===== src/rtl/seven_seg_scan_controller_if.sv =====
// Signal bundle between a display data source and the seven-segment scan controller.
// The master drives digit data and control; the slave drives the decoder and segment lines.
interface seven_seg_scan_controller_if;
   logic        en;
   logic        load;
   logic [31:0] digit_data;
   logic [7:0]  dp_in;
   logic [7:0]  blank_mask;
   logic        sel_a;
   logic        sel_b;
   logic        sel_c;
   logic        dec_en_n;
   logic [6:0]  seg_n;
   logic        dp_n;
   logic        frame_done;

   modport master (
      output en, load, digit_data, dp_in, blank_mask,
      input  sel_a, sel_b, sel_c, dec_en_n, seg_n, dp_n, frame_done
   );

   modport slave (
      input  en, load, digit_data, dp_in, blank_mask,
      output sel_a, sel_b, sel_c, dec_en_n, seg_n, dp_n, frame_done
   );
endinterface


===== src/rtl/seven_seg_scan_controller.sv =====
// Multiplexed scan controller for an 8-digit common-anode display with blanking gaps
// between digits and frame-synchronous (double-buffered) data updates.
module seven_seg_scan_controller #(
   parameter int unsigned NUM_DIGITS   = 8,
   parameter int unsigned PRESCALE     = 50000,
   parameter int unsigned BLANK_CYCLES = 16
) (
   input logic                        clk,
   input logic                        rst,
   seven_seg_scan_controller_if.slave bus
);
   localparam int unsigned    CntW         = (PRESCALE > 1) ? $clog2(PRESCALE) : 1;
   localparam logic [CntW-1:0] CntLast      = CntW'(PRESCALE - 1);
   localparam logic [CntW-1:0] CntBlankLast = CntW'(BLANK_CYCLES - 1);
   localparam logic [2:0]      IdxLast      = 3'(NUM_DIGITS - 1);

   typedef enum logic [1:0] {StIdle, StBlank, StShow} state_e;

   state_e          state_q, state_d;
   logic [CntW-1:0] cnt_q, cnt_d;
   logic [2:0]      idx_q, idx_d;

   logic [31:0] stg_data_q, stg_data_d, shd_data_q, shd_data_d;
   logic [7:0]  stg_dp_q, stg_dp_d, shd_dp_q, shd_dp_d;
   logic [7:0]  stg_bm_q, stg_bm_d, shd_bm_q, shd_bm_d;
   logic        pending_q, pending_d;
   logic        at_boundary;

   logic [2:0] sel_q, sel_d;
   logic       dec_en_n_q, dec_en_n_d;
   logic [6:0] seg_n_q, seg_n_d;
   logic       dp_n_q, dp_n_d;
   logic       frame_done_q, frame_done_d;

   function automatic logic [6:0] hex7(input logic [3:0] v);
      logic [6:0] s;
      case (v)
         4'h0:    s = 7'b1000000;
         4'h1:    s = 7'b1111001;
         4'h2:    s = 7'b0100100;
         4'h3:    s = 7'b0110000;
         4'h4:    s = 7'b0011001;
         4'h5:    s = 7'b0010010;
         4'h6:    s = 7'b0000010;
         4'h7:    s = 7'b1111000;
         4'h8:    s = 7'b0000000;
         4'h9:    s = 7'b0010000;
         4'hA:    s = 7'b0001000;
         4'hB:    s = 7'b0000011;
         4'hC:    s = 7'b1000110;
         4'hD:    s = 7'b0100001;
         4'hE:    s = 7'b0000110;
         default: s = 7'b0001110;
      endcase
      return s;
   endfunction

   always_comb begin
      state_d = state_q;
      cnt_d   = cnt_q;
      idx_d   = idx_q;
      case (state_q)
         StIdle: begin
            if (bus.en) begin
               state_d = StBlank;
               cnt_d   = '0;
               idx_d   = '0;
            end
         end
         StBlank, StShow: begin
            if (!bus.en) begin
               state_d = StIdle;
               cnt_d   = '0;
               idx_d   = '0;
            end else if (cnt_q == CntLast) begin
               // idx only moves on entry to BLANK, so select never changes while a digit is lit
               state_d = StBlank;
               cnt_d   = '0;
               idx_d   = (idx_q == IdxLast) ? 3'd0 : idx_q + 3'd1;
            end else begin
               cnt_d = cnt_q + CntW'(1);
               if (cnt_q == CntBlankLast) state_d = StShow;
            end
         end
         default: begin
            state_d = StIdle;
            cnt_d   = '0;
            idx_d   = '0;
         end
      endcase
   end

   assign at_boundary = (state_q == StShow) && (idx_q == IdxLast) && (cnt_q == CntLast);

   always_comb begin
      stg_data_d = stg_data_q;
      stg_dp_d   = stg_dp_q;
      stg_bm_d   = stg_bm_q;
      shd_data_d = shd_data_q;
      shd_dp_d   = shd_dp_q;
      shd_bm_d   = shd_bm_q;
      pending_d  = pending_q;
      if (state_q == StIdle) begin
         shd_data_d = stg_data_q;
         shd_dp_d   = stg_dp_q;
         shd_bm_d   = stg_bm_q;
      end else if (at_boundary) begin
         if (bus.load) begin
            shd_data_d = bus.digit_data;
            shd_dp_d   = bus.dp_in;
            shd_bm_d   = bus.blank_mask;
         end else if (pending_q) begin
            shd_data_d = stg_data_q;
            shd_dp_d   = stg_dp_q;
            shd_bm_d   = stg_bm_q;
         end
         pending_d = 1'b0;
      end
      if (bus.load) begin
         stg_data_d = bus.digit_data;
         stg_dp_d   = bus.dp_in;
         stg_bm_d   = bus.blank_mask;
         if (!at_boundary) pending_d = 1'b1;
      end
   end

   // Outputs are decoded from next state so the registered pins line up with the FSM state
   always_comb begin
      sel_d        = idx_d;
      dec_en_n_d   = 1'b1;
      seg_n_d      = 7'h7F;
      dp_n_d       = 1'b1;
      frame_done_d = (state_d == StShow) && (idx_d == IdxLast) && (cnt_d == CntLast);
      if (state_d == StShow) begin
         seg_n_d    = hex7(shd_data_d[{idx_d, 2'b00} +: 4]);
         dp_n_d     = ~shd_dp_d[idx_d];
         dec_en_n_d = shd_bm_d[idx_d];
      end
   end

   always_ff @(posedge clk or posedge rst) begin
      if (rst) begin
         state_q <= StIdle;
         cnt_q   <= '0;
         idx_q   <= '0;
      end else begin
         state_q <= state_d;
         cnt_q   <= cnt_d;
         idx_q   <= idx_d;
      end
   end

   always_ff @(posedge clk or posedge rst) begin
      if (rst) begin
         stg_data_q   <= '0;
         stg_dp_q     <= '0;
         stg_bm_q     <= '0;
         shd_data_q   <= '0;
         shd_dp_q     <= '0;
         shd_bm_q     <= '0;
         pending_q    <= 1'b0;
         sel_q        <= 3'd0;
         dec_en_n_q   <= 1'b1;
         seg_n_q      <= 7'h7F;
         dp_n_q       <= 1'b1;
         frame_done_q <= 1'b0;
      end else begin
         stg_data_q   <= stg_data_d;
         stg_dp_q     <= stg_dp_d;
         stg_bm_q     <= stg_bm_d;
         shd_data_q   <= shd_data_d;
         shd_dp_q     <= shd_dp_d;
         shd_bm_q     <= shd_bm_d;
         pending_q    <= pending_d;
         sel_q        <= sel_d;
         dec_en_n_q   <= dec_en_n_d;
         seg_n_q      <= seg_n_d;
         dp_n_q       <= dp_n_d;
         frame_done_q <= frame_done_d;
      end
   end

   assign bus.sel_a      = sel_q[2];
   assign bus.sel_b      = sel_q[1];
   assign bus.sel_c      = sel_q[0];
   assign bus.dec_en_n   = dec_en_n_q;
   assign bus.seg_n      = seg_n_q;
   assign bus.dp_n       = dp_n_q;
   assign bus.frame_done = frame_done_q;
endmodule

===== src/flat_wrapper.sv =====
// flat-port wrapper written by rule: the top's interface ports become plain ports
module seven_seg_scan_controller_flat 
#(
   parameter int unsigned NUM_DIGITS   = 8,
   parameter int unsigned PRESCALE     = 50000,
   parameter int unsigned BLANK_CYCLES = 16
)
  (clk, rst, bus_en, bus_load, bus_digit_data, bus_dp_in, bus_blank_mask, bus_sel_a, bus_sel_b, bus_sel_c, bus_dec_en_n, bus_seg_n, bus_dp_n, bus_frame_done);
  seven_seg_scan_controller_if bus_i ();
  input logic clk;
  input logic rst;
  input wire logic [$bits(bus_i.en)-1:0] bus_en;
  input wire logic [$bits(bus_i.load)-1:0] bus_load;
  input wire logic [$bits(bus_i.digit_data)-1:0] bus_digit_data;
  input wire logic [$bits(bus_i.dp_in)-1:0] bus_dp_in;
  input wire logic [$bits(bus_i.blank_mask)-1:0] bus_blank_mask;
  output wire logic [$bits(bus_i.sel_a)-1:0] bus_sel_a;
  output wire logic [$bits(bus_i.sel_b)-1:0] bus_sel_b;
  output wire logic [$bits(bus_i.sel_c)-1:0] bus_sel_c;
  output wire logic [$bits(bus_i.dec_en_n)-1:0] bus_dec_en_n;
  output wire logic [$bits(bus_i.seg_n)-1:0] bus_seg_n;
  output wire logic [$bits(bus_i.dp_n)-1:0] bus_dp_n;
  output wire logic [$bits(bus_i.frame_done)-1:0] bus_frame_done;
  assign bus_i.en = bus_en;
  assign bus_i.load = bus_load;
  assign bus_i.digit_data = bus_digit_data;
  assign bus_i.dp_in = bus_dp_in;
  assign bus_i.blank_mask = bus_blank_mask;
  assign bus_sel_a = bus_i.sel_a;
  assign bus_sel_b = bus_i.sel_b;
  assign bus_sel_c = bus_i.sel_c;
  assign bus_dec_en_n = bus_i.dec_en_n;
  assign bus_seg_n = bus_i.seg_n;
  assign bus_dp_n = bus_i.dp_n;
  assign bus_frame_done = bus_i.frame_done;
  seven_seg_scan_controller #(.NUM_DIGITS(NUM_DIGITS), .PRESCALE(PRESCALE), .BLANK_CYCLES(BLANK_CYCLES)) u_core (.clk(clk), .rst(rst), .bus(bus_i));
endmodule

===== config.mk =====
export PLATFORM = sky130hd
export DESIGN_NAME = seven_seg_scan_controller_flat
export DESIGN_NICKNAME = d
export VERILOG_FILES = /design/src/rtl/seven_seg_scan_controller_if.sv /design/src/rtl/seven_seg_scan_controller.sv /design/src/flat_wrapper.sv
export SDC_FILE = /design/constraint.sdc
export NUM_CORES = 1
export LEC_CHECK = 0
export BUFFER_PORTS_ARGS = -buffer_cell sky130_fd_sc_hd__buf_2
export CORE_MARGIN = 5
export CORE_UTILIZATION = 59
export DETAILED_ROUTE_END_ITERATION = 10
export MAX_ROUTING_LAYER = met4
export PLACE_DENSITY = 0.9
export REMOVE_ABC_BUFFERS = 1
export SYNTH_ARGS = -nofsm -noshare
export SYNTH_HDL_FRONTEND = slang
export SYNTH_SLANG_ARGS = --single-unit

===== constraint.sdc =====
create_clock -name clk -period 5.6 [get_ports clk]
set_clock_uncertainty 0.05 [all_clocks]
set_input_delay 1.68 -clock clk [delete_from_list [all_inputs] [get_ports clk]]
set_output_delay 1.68 -clock clk [all_outputs]
set_load 0.02 [all_outputs]

==> Word level (Yosys, flattened, before mapping) <==
Memories as Yosys holds them, arrays and structs flattened.
Index checks and enable logic that the tools add are counted.
W data, S select, Z words.
{ "word_totals": {"mem_bits_ro": 112, "wordCells": 71, "regBits": 128, "mem_count": 1, "output_inout_bits": 13} }
{ "mem_list": {"columns": ["memory", "words", "word_bits", "read_ports", "rd_clocked_by_memory_dff", "wr", "line_no", "rtl"], "rows": [
  ["(name not given)", 16, 7, 1, 0, 0, "seven_seg_scan_controller.sv:37", "case (v)"]
]} }
{ "op_classes": {"n_addsub": 2, "reduce_logical": 6, "n_bitwise": 1, "shift": 1, "mux": 37, "order_cmp": 1, "n_eq_ne": 8} }
{ "ops": {"columns": ["operator", "count"], "rows": [
  ["$mux W32", 4],
  ["$mux W8", 8],
  ["$mux W16", 3],
  ["$eq A16 B16 Y1 const B", 2],
  ["$pmux W16 S2", 1],
  ["$shiftx A32 B6 Y4", 1],
  ["$add A16 B1 Y16 const B", 1],
  ["$eq A16 B4 Y1 const B", 1],
  ["$mux W3", 4],
  ["$mux W1", 8],
  ["$mux W2", 4],
  ["$mux W7", 1],
  ["$bmux W1 S3", 2],
  ["$eq A3 B3 Y1 const B", 2],
  ["$pmux W3 S2", 1],
  ["$eq A2 B2 Y1 const B", 2],
  ["$logic_and A1 B1 Y1", 4],
  ["$lt A3 B4 Y1 const B", 1],
  ["$pmux W2 S2", 1],
  ["$add A3 B1 Y3 const B", 1],
  ["$eq A2 B1 Y1 const B", 1],
  ["$logic_not A2 Y1", 1],
  ["$reduce_or A2 Y1", 1],
  ["$not A1 Y1", 1]
]} }

==> Logic depth before layout (Yosys ltp) <==
Gate-level depths: netlist (run 1).
{ "depth": {"word_depth": 9, "ltp_mapped": 16, "ltp_nobuf": 15} }

==> Worst setup path after synthesis (run 1) <==
Ideal clock, no wire load.
{ "synth_path": {"kind": "input -> register", "from": "input bus_load", "to": "register u_core.seg_n_q[0], in the netlist u_core.bus.seg_n[0]", "required_time_ns": 5.464, "path_buffers": 2, "path_stages": 13, "arrival_time_ns": 4.480, "slack_ns": 0.984, "cell_sequence": "clkbuf_1 -> clkbuf_1 -> mux2_2 -> mux2i_1 -> o21ai_0 -> mux2i_1 -> o22ai_1 -> a211oi_1 -> inv_1 -> ha_1 -> or3_1 -> o221ai_1 -> nand2_1"} }
{ "synth_via": {"elab_chain_len": 6} }
{ "synth_lines": {"columns": ["element", "line_no", "rtl"], "rows": [
  ["start, declared", "flat_wrapper.sv:13", "input wire logic [$bits(bus_i.load)-1:0] bus_load;"],
  ["$mux W32", "seven_seg_scan_controller.sv:108", "if (bus.load) begin"],
  ["$mux W32", "seven_seg_scan_controller.sv:107", "end else if (at_boundary) begin"],
  ["$mux W32", "seven_seg_scan_controller.sv:103", "if (state_q == StIdle) begin"],
  ["via u_core.shd_data_d[9]", "seven_seg_scan_controller.sv:23", "logic [31:0] stg_data_q, stg_data_d, shd_data_q, shd_data_d;"],
  ["$shiftx A32 B6 Y4", "seven_seg_scan_controller.sv:135", "seg_n_d = hex7(shd_data_d[{idx_d, 2'b00} +: 4]);"],
  ["$mem_v2 Z16 W7", null, null],
  ["$mux W7", "seven_seg_scan_controller.sv:134", "if (state_d == StShow) begin"],
  ["via u_core.seg_n_d[0]", "seven_seg_scan_controller.sv:31", "logic [6:0] seg_n_q, seg_n_d;"],
  ["end signal, assigned", "seven_seg_scan_controller.sv:177", "seg_n_q <= seg_n_d;"],
  ["end, declared", "seven_seg_scan_controller.sv:31", null]
]} }
The timed path passes the listed nets, and every way through them passes these cells.
A chain may end at the register's enable or synchronous reset.

==> Final worst setup path (run 1) <==
{ "layout_path": {"from": "register u_core.cnt_q[11]", "to": "register u_core.seg_n_q[0], in the netlist u_core.bus.seg_n[0]"} }
{ "layout_via": {"elab_chain_len": 7} }
{ "layout_lines": {"columns": ["element", "line_no", "rtl"], "rows": [
  ["start, declared", "seven_seg_scan_controller.sv:20", "logic [CntW-1:0] cnt_q, cnt_d;"],
  ["start signal, assigned", "seven_seg_scan_controller.sv:148", "cnt_q <= cnt_d;"],
  ["$eq A16 B16 Y1", "seven_seg_scan_controller.sv:93", "assign at_boundary = (state_q == StShow) && (idx_q == IdxLast) && (cnt_q == CntLast);"],
  ["$logic_and A1 B1 Y1", "seven_seg_scan_controller.sv:93", null],
  ["$mux W32", "seven_seg_scan_controller.sv:107", null],
  ["$mux W32", "seven_seg_scan_controller.sv:103", null],
  ["via u_core.shd_data_d[5]", "seven_seg_scan_controller.sv:23", null],
  ["$shiftx A32 B6 Y4", "seven_seg_scan_controller.sv:135", null],
  ["$mem_v2 Z16 W7", null, null],
  ["$mux W7", "seven_seg_scan_controller.sv:134", null],
  ["via u_core.seg_n_d[0]", "seven_seg_scan_controller.sv:31", null]
]} }
The timed path passes the listed nets, and every way through them passes these cells.

==> flow_metrics.py, run 1 <==
metrics = {
    "sta": {
        "hold_viol_final": 0,
        "holdWs_ns": 0.440,
        "rsz0062_at_grt": "false",
        "fmax_mhz": 206,
        "period_minus_slack_ns": 4.84,
        "period_share": 0.865,
        "setup_ws_ns": 0.755,
        "final-max-slew-violation-count": 0,
        "worstMarginPinSlew_ns": 0.991,
        "maxSlewHeadroom": 0.334,
        "setup_violations": 0,
        "tns_ns": 0,
    },
    "cts": {
        "clockBufferDepth": 2,
        "path_clk_slew_ns": 0.06,
        "cts_resized": 0,
        "cts-root-buf": "clkbuf_8",
        "htreeDepth": 4,
        "clock_latency_ns": 0.53,
        "cts.sinks": 128,
        "post_cts_buffers": 0,
        "cts_tree": "done",
        "cts_hold_buf": 0,
        "numCtsBuffers": 17,
    },
    "worst_setup_path": {
        "worstPathRequired_ns": 6.00,
        "end_kind": "flip-flop",
        "ff2ff_setup_slack_ns": 0.76,
        "crit_chain": "or4_4 > or4_1 > buf_4 > nor3_4 > mux2i_1 > o21ai_0 > mux2i_1 > nor3_1 > a211oi_1 > buf_4 > inv_1 > ha_1 > or3_1 > o221ai_1 > nand2_1",
        "worst_ep_arrival_time_ns": 5.24,
        "critPathLaunchType": "flip-flop",
        "reg2reg_to": "u_core.bus.seg_n[0]",
        "critPathKind": "flip-flop to flip-flop",
        "ff2ff_path_depth": 15,
        "crit_start": "u_core.cnt_q[11]",
        "cp-endpoint": "u_core.bus.seg_n[0]",
        "crit_fanout": 18,
        "crit_slowest_cell": "nor3_4",
        "critPathMaxStageDelay_ns": 0.69,
        "timing.rr.start": "u_core.cnt_q[11]",
    },
    "power": {
        "clkPwrFrac": 0.344,
        "combPwrFrac": 0.296,
        "p_seq_frac": 0.360,
        "ir_drop_mv": 0.262,
        "leakage_nw": 3.40,
        "p_sw_mw": 1.14,
        "p_per_area_nw_per_um2": 446,
        "p_total_mw": 3.43,
        "switching_share": 0.333,
        "internal_power_mw": 2.29,
    },
    "placement": {
        "place_hpwl_mm": 11.3,
        "gp_congestion": 0.946,
        "place_ws_ns": 0.913,
        "port_buffers": 64,
    },
    "cells_and_area": {
        "multi_input_area_um2": 3190,
        "n_antenna_cell": 0,
        "fillCellCount": 729,
        "syn_to_final_growth_pct": 16.6,
        "fin_nets": 764,
        "drive_gt1_frac": 0.259,
        "regArea_um2": 3210,
    },
    "global_route": {
        "grt_pass1_wl_mm": 28.9,
        "grt_max_degree": 90,
        "grt_pass1_vias": 5614,
        "track_usage": 0.286,
        "antenna_found_initial": 0,
        "overflow": 0,
    },
    "yosys": {
        "synth.most_common_cell": "dfrtp_1",
        "ys_types": 59,
        "syn_avg_cell_area_um2": 10.3,
        "seq_area_frac_synth": 0.487,
        "syn_inst": 640,
        "synth_top_area_share": 0.451,
        "netlist_top_cells_count": "dfrtp_1 (119), nand2_1 (89), mux2_2 (53)",
        "synth_edf_count": 0,
        "ys.flop_type": "dfrtp_1",
        "synth_top_area_cell": "dfrtp_1",
        "synth_area_leaders": "dfrtp_1 (45%), mux2_2 (9.0%), mux2i_1 (7.3%)",
        "synth_area_um2": 6600,
        "yosysWarnings": 0,
        "async_flop_share": 1.00,
        "ys_ff_latch": 128,
    },
    "floorplan": {
        "fp.dieH_um": 116,
        "dieArea_um2": 13400,
        "dieWidth_um": 116,
        "rows": 38,
        "pin_count": 65,
        "start_util": 0.606,
        "core_um2": 10900,
    },
    "job": {
        "drv_cap": 0,
    },
    "detailed_routing": {
        "wl_per_cell_um": 20.8,
        "dr.pass1.iters": 5,
        "drt_iter0_markers": 873,
        "ant_nets": 0,
        "routed_wl_mm": 17.7,
        "drc": 0,
        "viasPerCell": 6.55,
        "vias": 5587,
    },
    "min_path": {
        "min_path_type": "flip-flop to flip-flop",
    },
    "run_status": {
        "status": "finished, final reports clean",
    },
}
[critical path: cells and delay by family (launching register included)]
family,cells,cell delay (ns)
and+or+nand+nor,6,2.40
DFF,1,0.43
buffers and inverters,3,0.54
muxes,2,0.49
AOI/OAI and AO/OA,3,0.57
adders and majority gates,1,0.26
[power by group through the flow]
stage                     Combinational, mW  Sequential [mW]  Clock [mW]
after floorplan                       0.704             1.21           0
after global placement                0.889             1.23           0
after detailed placement              0.952             1.24           0
after CTS                             0.986             1.23        1.19
after global routing                   1.10             1.26        1.23
final                                  1.01             1.24        1.18
[cell type report]
cell class                      instances  area share
Sequential cell                       128       0.418
Multi-Input combinational cell        464       0.414
Clock buffer                           23      0.0633
Timing Repair Buffer                   80      0.0572
Tap cell                              140      0.0228
Clock inverter                          9      0.0198
Inverter                                9     0.00472
[how the worst min path moves through the flow]
| stage | start | end | slack [ns] | cells after the start |
|---|---|---|---|---|
| floorplan | u_core.shd_data_q[16] | u_core.shd_data_q[16] | 0.39 | 2 |
| global placement | u_core.shd_data_q[17] | u_core.shd_data_q[17] | 0.41 | 2 |
| detailed placement | u_core.shd_data_q[17] | u_core.shd_data_q[17] | 0.42 | 2 |
| CTS | u_core.shd_data_q[17] | u_core.shd_data_q[17] | 0.43 | 2 |
| global route | u_core.shd_data_q[21] | u_core.shd_data_q[21] | 0.47 | 2 |
| finish | u_core.shd_data_q[17] | u_core.shd_data_q[17] | 0.44 | 2 |
[routing by layer]
layer | vias up | global-route usage | share of wire
met3 | 59 | 0.0533 | 0.070
met2 | 314 | 0.451 | 0.50
met5 | - | - | 0
met4 | 0 | 0.126 | 0.030
met1 | 2753 | 0.363 | 0.40
li1 | 2461 | - | -
[layout by cell type (no fill, tap or decap), types with 3 or more instances in the layout]
master and count:
nor4_1 16, a32oi_1 5, or3_1 4, o21ai_1 3, nor3_1 10, nand3_1 19
o22ai_1 5, buf_2 64, o211ai_1 6, o31ai_1 15, a22oi_1 3, nor2b_1 3
a22o_1 5, ha_1 11, nand2b_1 9, nand2_1 89, mux2_2 53, inv_1 7
mux2i_1 48, a21oi_1 30, nor2_1 29, dfrtp_1 119, clkbuf_8 6, o21ai_0 41
clkinvlp_4 3, dfstp_2 9, nand4_1 4, buf_4 16, clkbuf_16 16, nand3b_1 3
bufinv_16 4, o221ai_1 3, a31oi_1 6, and3_1 9
[kinds of logic (layout without fill, tap and decap cells)]
kind of cell	Yosys count	count (layout)	synth area share
AND/OR/NAND/NOR	207	207	0.151
buffers and inverters	48	121	0.0320
adder cells (fa/ha/maj)	12	12	0.0228
AO/OA/AOI/OAI	139	139	0.133
flip-flops	128	128	0.487
XOR/XNOR	2	2	0.00266
multiplexers	104	104	0.171
[stage by stage]
step                      area, um2  instances  utilization
after floorplan                6420        601            -
after global placement         7050        821        0.648
after detailed placement       7050        821        0.648
after CTS                      7690        853        0.707
after global routing           7690        853        0.707
final                          7690        853        0.707
[sequential cells by signal, indices dropped and copies added, names as in the netlist]
register / count
u_core.shd_data_q: 32
u_core.stg_data_q: 32
u_core.cnt_q: 16
u_core.shd_bm_q: 8
u_core.shd_dp_q: 8
u_core.stg_bm_q: 8
u_core.stg_dp_q: 8
u_core.bus.seg_n: 7
u_core.idx_q: 3
u_core.state_q: 2
u_core.bus.dec_en_n: 1
u_core.bus.dp_n: 1
u_core.bus.frame_done: 1
u_core.pending_q: 1
Note: power is estimated with default switching activity, not from simulation.
==> run 2: changes to the inputs <==
ABC_AREA = 1   (was default)
CORE_UTILIZATION = 60   (was 59)
==> run 2 against run 1 <==
  * Utilization shrank 2.3 points
  * Via count grew 31%
  * Fmax rose by 29%
  * Synthesized cell count grew 71%
  * Power grew 1.3%
  * Highest routed layer unchanged
==> flow_metrics.py, run 2 <==
metrics = {
    "yosys": {
        "synth.most_common_cell": "nand2_1",
        "yosysWarnings": 0,
        "synth_edf_count": 0,
        "syn_avg_cell_area_um2": 7.12,
        "synth_top_area_cell": "dfrtp_1",
        "netlist_top_cells_count": "nand2_1 (426), dfrtp_1 (119), nand3_1 (99)",
        "synth_top_area_share": 0.383,
        "seq_area_frac_synth": 0.413,
        "synth_area_leaders": "dfrtp_1 (38%), nand2_1 (21%), nand3_1 (6.4%)",
        "ys.flop_type": "dfrtp_1",
        "synth_area_um2": 7780,
        "syn_inst": 1092,
        "ys_ff_latch": 128,
        "ys_types": 39,
        "async_flop_share": 1.00,
    },
    "floorplan": {
        "rows": 41,
        "fp.dieH_um": 124,
        "dieArea_um2": 15300,
        "start_util": 0.614,
        "core_um2": 12700,
        "dieWidth_um": 124,
        "pin_count": 65,
    },
    "worst_setup_path": {
        "critPathMaxStageDelay_ns": 0.58,
        "ff2ff_path_depth": 18,
        "critPathKind": "flip-flop to flip-flop",
        "worstPathRequired_ns": 5.90,
        "reg2reg_to": "u_core.bus.seg_n[3]",
        "timing.rr.start": "u_core.idx_q[0]",
        "worst_ep_arrival_time_ns": 4.05,
        "ff2ff_setup_slack_ns": 1.85,
        "critical_path_buf_inv_count": 2,
        "critPathLaunchType": "flip-flop",
        "crit_slowest_cell": "inv_1",
        "end_kind": "flip-flop",
        "crit_chain": "ha_1 > ha_1 > nand2_1 > inv_1 > nand3_4 > nand2_1 > o21ai_1 > o21ai_1 > nand2_1 > nand3_1 > nand3_1 > nand2_2 > inv_1 > ha_1 > nand3_1 > nand2_1 > nand2_1 > nand3_1",
        "crit_family": "simple AND/OR/NAND/NOR gates",
        "crit_top_cell": "nand2_1",
        "crit_fanout": 44,
    },
    "power": {
        "switching_share": 0.375,
        "internal_power_mw": 2.17,
        "leakage_nw": 4.46,
        "clkPwrFrac": 0.314,
        "ir_drop_mv": 0.289,
        "p_sw_mw": 1.31,
        "combPwrFrac": 0.328,
        "p_seq_frac": 0.358,
        "p_per_area_nw_per_um2": 402,
    },
    "detailed_routing": {
        "dr_wl_met2_mm": 9.67,
        "wl_per_cell_um": 14.9,
        "drc": 0,
        "drt_iter0_markers": 653,
        "ant_nets": 0,
        "vias": 7313,
        "viasPerCell": 5.55,
        "dr.pass1.iters": 6,
        "wl_met3_mm": 1.14,
        "met1_length_mm": 8.32,
        "routed_wl_mm": 19.6,
        "dr.max_layer_used": "met4",
    },
    "global_route": {
        "grt_pass1_wl_mm": 32.0,
        "overflow": 0,
        "grt_pass1_vias": 6711,
        "grt_max_degree": 69,
        "track_usage": 0.274,
        "antenna_found_initial": 0,
    },
    "min_path": {
        "min-delay-start": "u_core.stg_dp_q[0]",
        "whs_path_depth": 2,
        "holdPathEnd": "u_core.stg_dp_q[0]",
        "min_path_type": "flip-flop to flip-flop",
    },
    "placement": {
        "port_buffers": 64,
        "place_hpwl_mm": 12.6,
        "place_ws_ns": 1.49,
        "gp_congestion": 0.953,
    },
    "cells_and_area": {
        "final_common_cell": "nand2_1",
        "mostFrequentLayoutCells": "nand2_1 (426), dfrtp_1 (119), nand3_1 (99), inv_1 (94), buf_2 (64)",
        "syn_to_final_growth_pct": 11.3,
        "final_util": 0.684,
        "top_regs": "u_core.shd_data_q: 32 flops, u_core.stg_data_q: 32 flops, u_core.cnt_q: 16 flops",
        "fillCellCount": 1042,
        "n_antenna_cell": 0,
        "multi_input_area_um2": 3860,
        "drive_gt1_frac": 0.159,
        "fin_nets": 1196,
        "regArea_um2": 3210,
    },
    "cts": {
        "cts-root-buf": "clkbuf_16",
        "cts_hold_buf": 0,
        "path_clk_slew_ns": 0.06,
        "cts.sinks": 128,
        "htreeDepth": 4,
        "cts_resized": 0,
        "post_cts_buffers": 0,
        "cts_tree": "done",
        "clockBufferDepth": 2,
        "numCtsBuffers": 17,
        "clock_latency_ns": 0.43,
    },
    "sta": {
        "setup_ws_ns": 1.85,
        "period_share": 0.670,
        "hold_viol_final": 0,
        "final-max-slew-violation-count": 0,
        "maxSlewHeadroom": 0.462,
        "tns_ns": 0,
        "fmax_mhz": 266,
        "rsz0062_at_grt": "false",
        "worstMarginPinSlew_ns": 0.806,
        "setup_violations": 0,
        "period_minus_slack_ns": 3.75,
    },
    "run_status": {
        "status": "finished, final reports clean",
    },
    "job": {
        "drv_cap": 0,
    },
}
-- run 2: cell types whose count changed in the layout (fill, tap and decap cells not counted), moves of 11 or more --
cell,change
o21ai_1,+15
mux2i_1,-48
nand3_1,+80
nand3_2,+16
a21oi_1,+17
nor2_1,+33
nand2_2,+13
o31ai_1,-11
inv_1,+87
nor4_1,-16
o21ai_0,+12
nand2_1,+337
mux2_2,-53
-- run 2: area by class of cell --
type | count | area share
Sequential cell | 128 | 0.371
Timing Repair Buffer | 72 | 0.0454
Multi-Input combinational cell | 808 | 0.445
Clock buffer | 19 | 0.0511
Clock inverter | 13 | 0.0157
Inverter | 105 | 0.0464
Tap cell | 172 | 0.0248
-- run 2: stage by stage --
stage / power (mW) / area, um2 / cells / hold WS, ns
after floorplan: 2.07 / 7470 / 1041 / 0.405
after global placement: 2.32 / 8080 / 1285 / 0.426
after detailed placement: 2.36 / 8080 / 1285 / 0.433
after CTS: 3.46 / 8660 / 1317 / 0.447
after global routing: 3.69 / 8660 / 1317 / 0.469
final: 3.48 / 8660 / 1317 / 0.446
-- run 2: worst max path at each step --
stage	startpoint	end	cells after the start
3_5_place_dp	bus_load	u_core.bus.seg_n[1]	15
3_3_place_gp	bus_load	u_core.bus.seg_n[1]	15
2_1_floorplan	rst	u_core.bus.frame_done	1
4_1_cts	u_core.idx_q[0]	u_core.bus.seg_n[3]	18
6_report	u_core.idx_q[0]	u_core.bus.seg_n[3]	18
5_1_grt	u_core.idx_q[0]	u_core.bus.seg_n[3]	18
-- run 2: power by group through the flow --
stage	logic [mW]	registers, mW	clock network [mW]
2_1_floorplan	0.838	1.23	0
3_3_place_gp	1.08	1.24	0
3_5_place_dp	1.11	1.25	0
4_1_cts	1.12	1.24	1.09
5_1_grt	1.28	1.27	1.14
6_report	1.14	1.25	1.09
-- run 2: kinds of logic (layout without fill, tap and decap cells) --
kind of cell	Yosys count	in the layout	synth area share
AO/OA/AOI/OAI	142	142	0.100
XOR/XNOR	1	1	0.00113
adder cells (fa/ha/maj)	12	12	0.0193
buffers and inverters	156	209	0.0912
flip-flops	128	128	0.413
AND/OR/NAND/NOR	653	653	0.375
-- run 2: worst register-to-register path, cell delays in order, from the launching register on --
cell and delay (ns):
dfrtp_1 0.48, ha_1 0.20, ha_1 0.18, nand2_1 0.06, inv_1 0.58, nand3_4 0.55
nand2_1 0.21, o21ai_1 0.08, o21ai_1 0.26, nand2_1 0.08, nand3_1 0.08, nand3_1 0.12
nand2_2 0.15, inv_1 0.10, ha_1 0.22, nand3_1 0.13, nand2_1 0.07, nand2_1 0.06
nand3_1 0.06
-- run 2: per-layer routing --
| layer | global-route usage | vias up |
|---|---|---|
| met5 | - | - |
| met4 | 0.111 | 0 |
| met3 | 0.0586 | 44 |
| met2 | 0.439 | 278 |
| met1 | 0.339 | 3446 |
| li1 | - | 3545 |
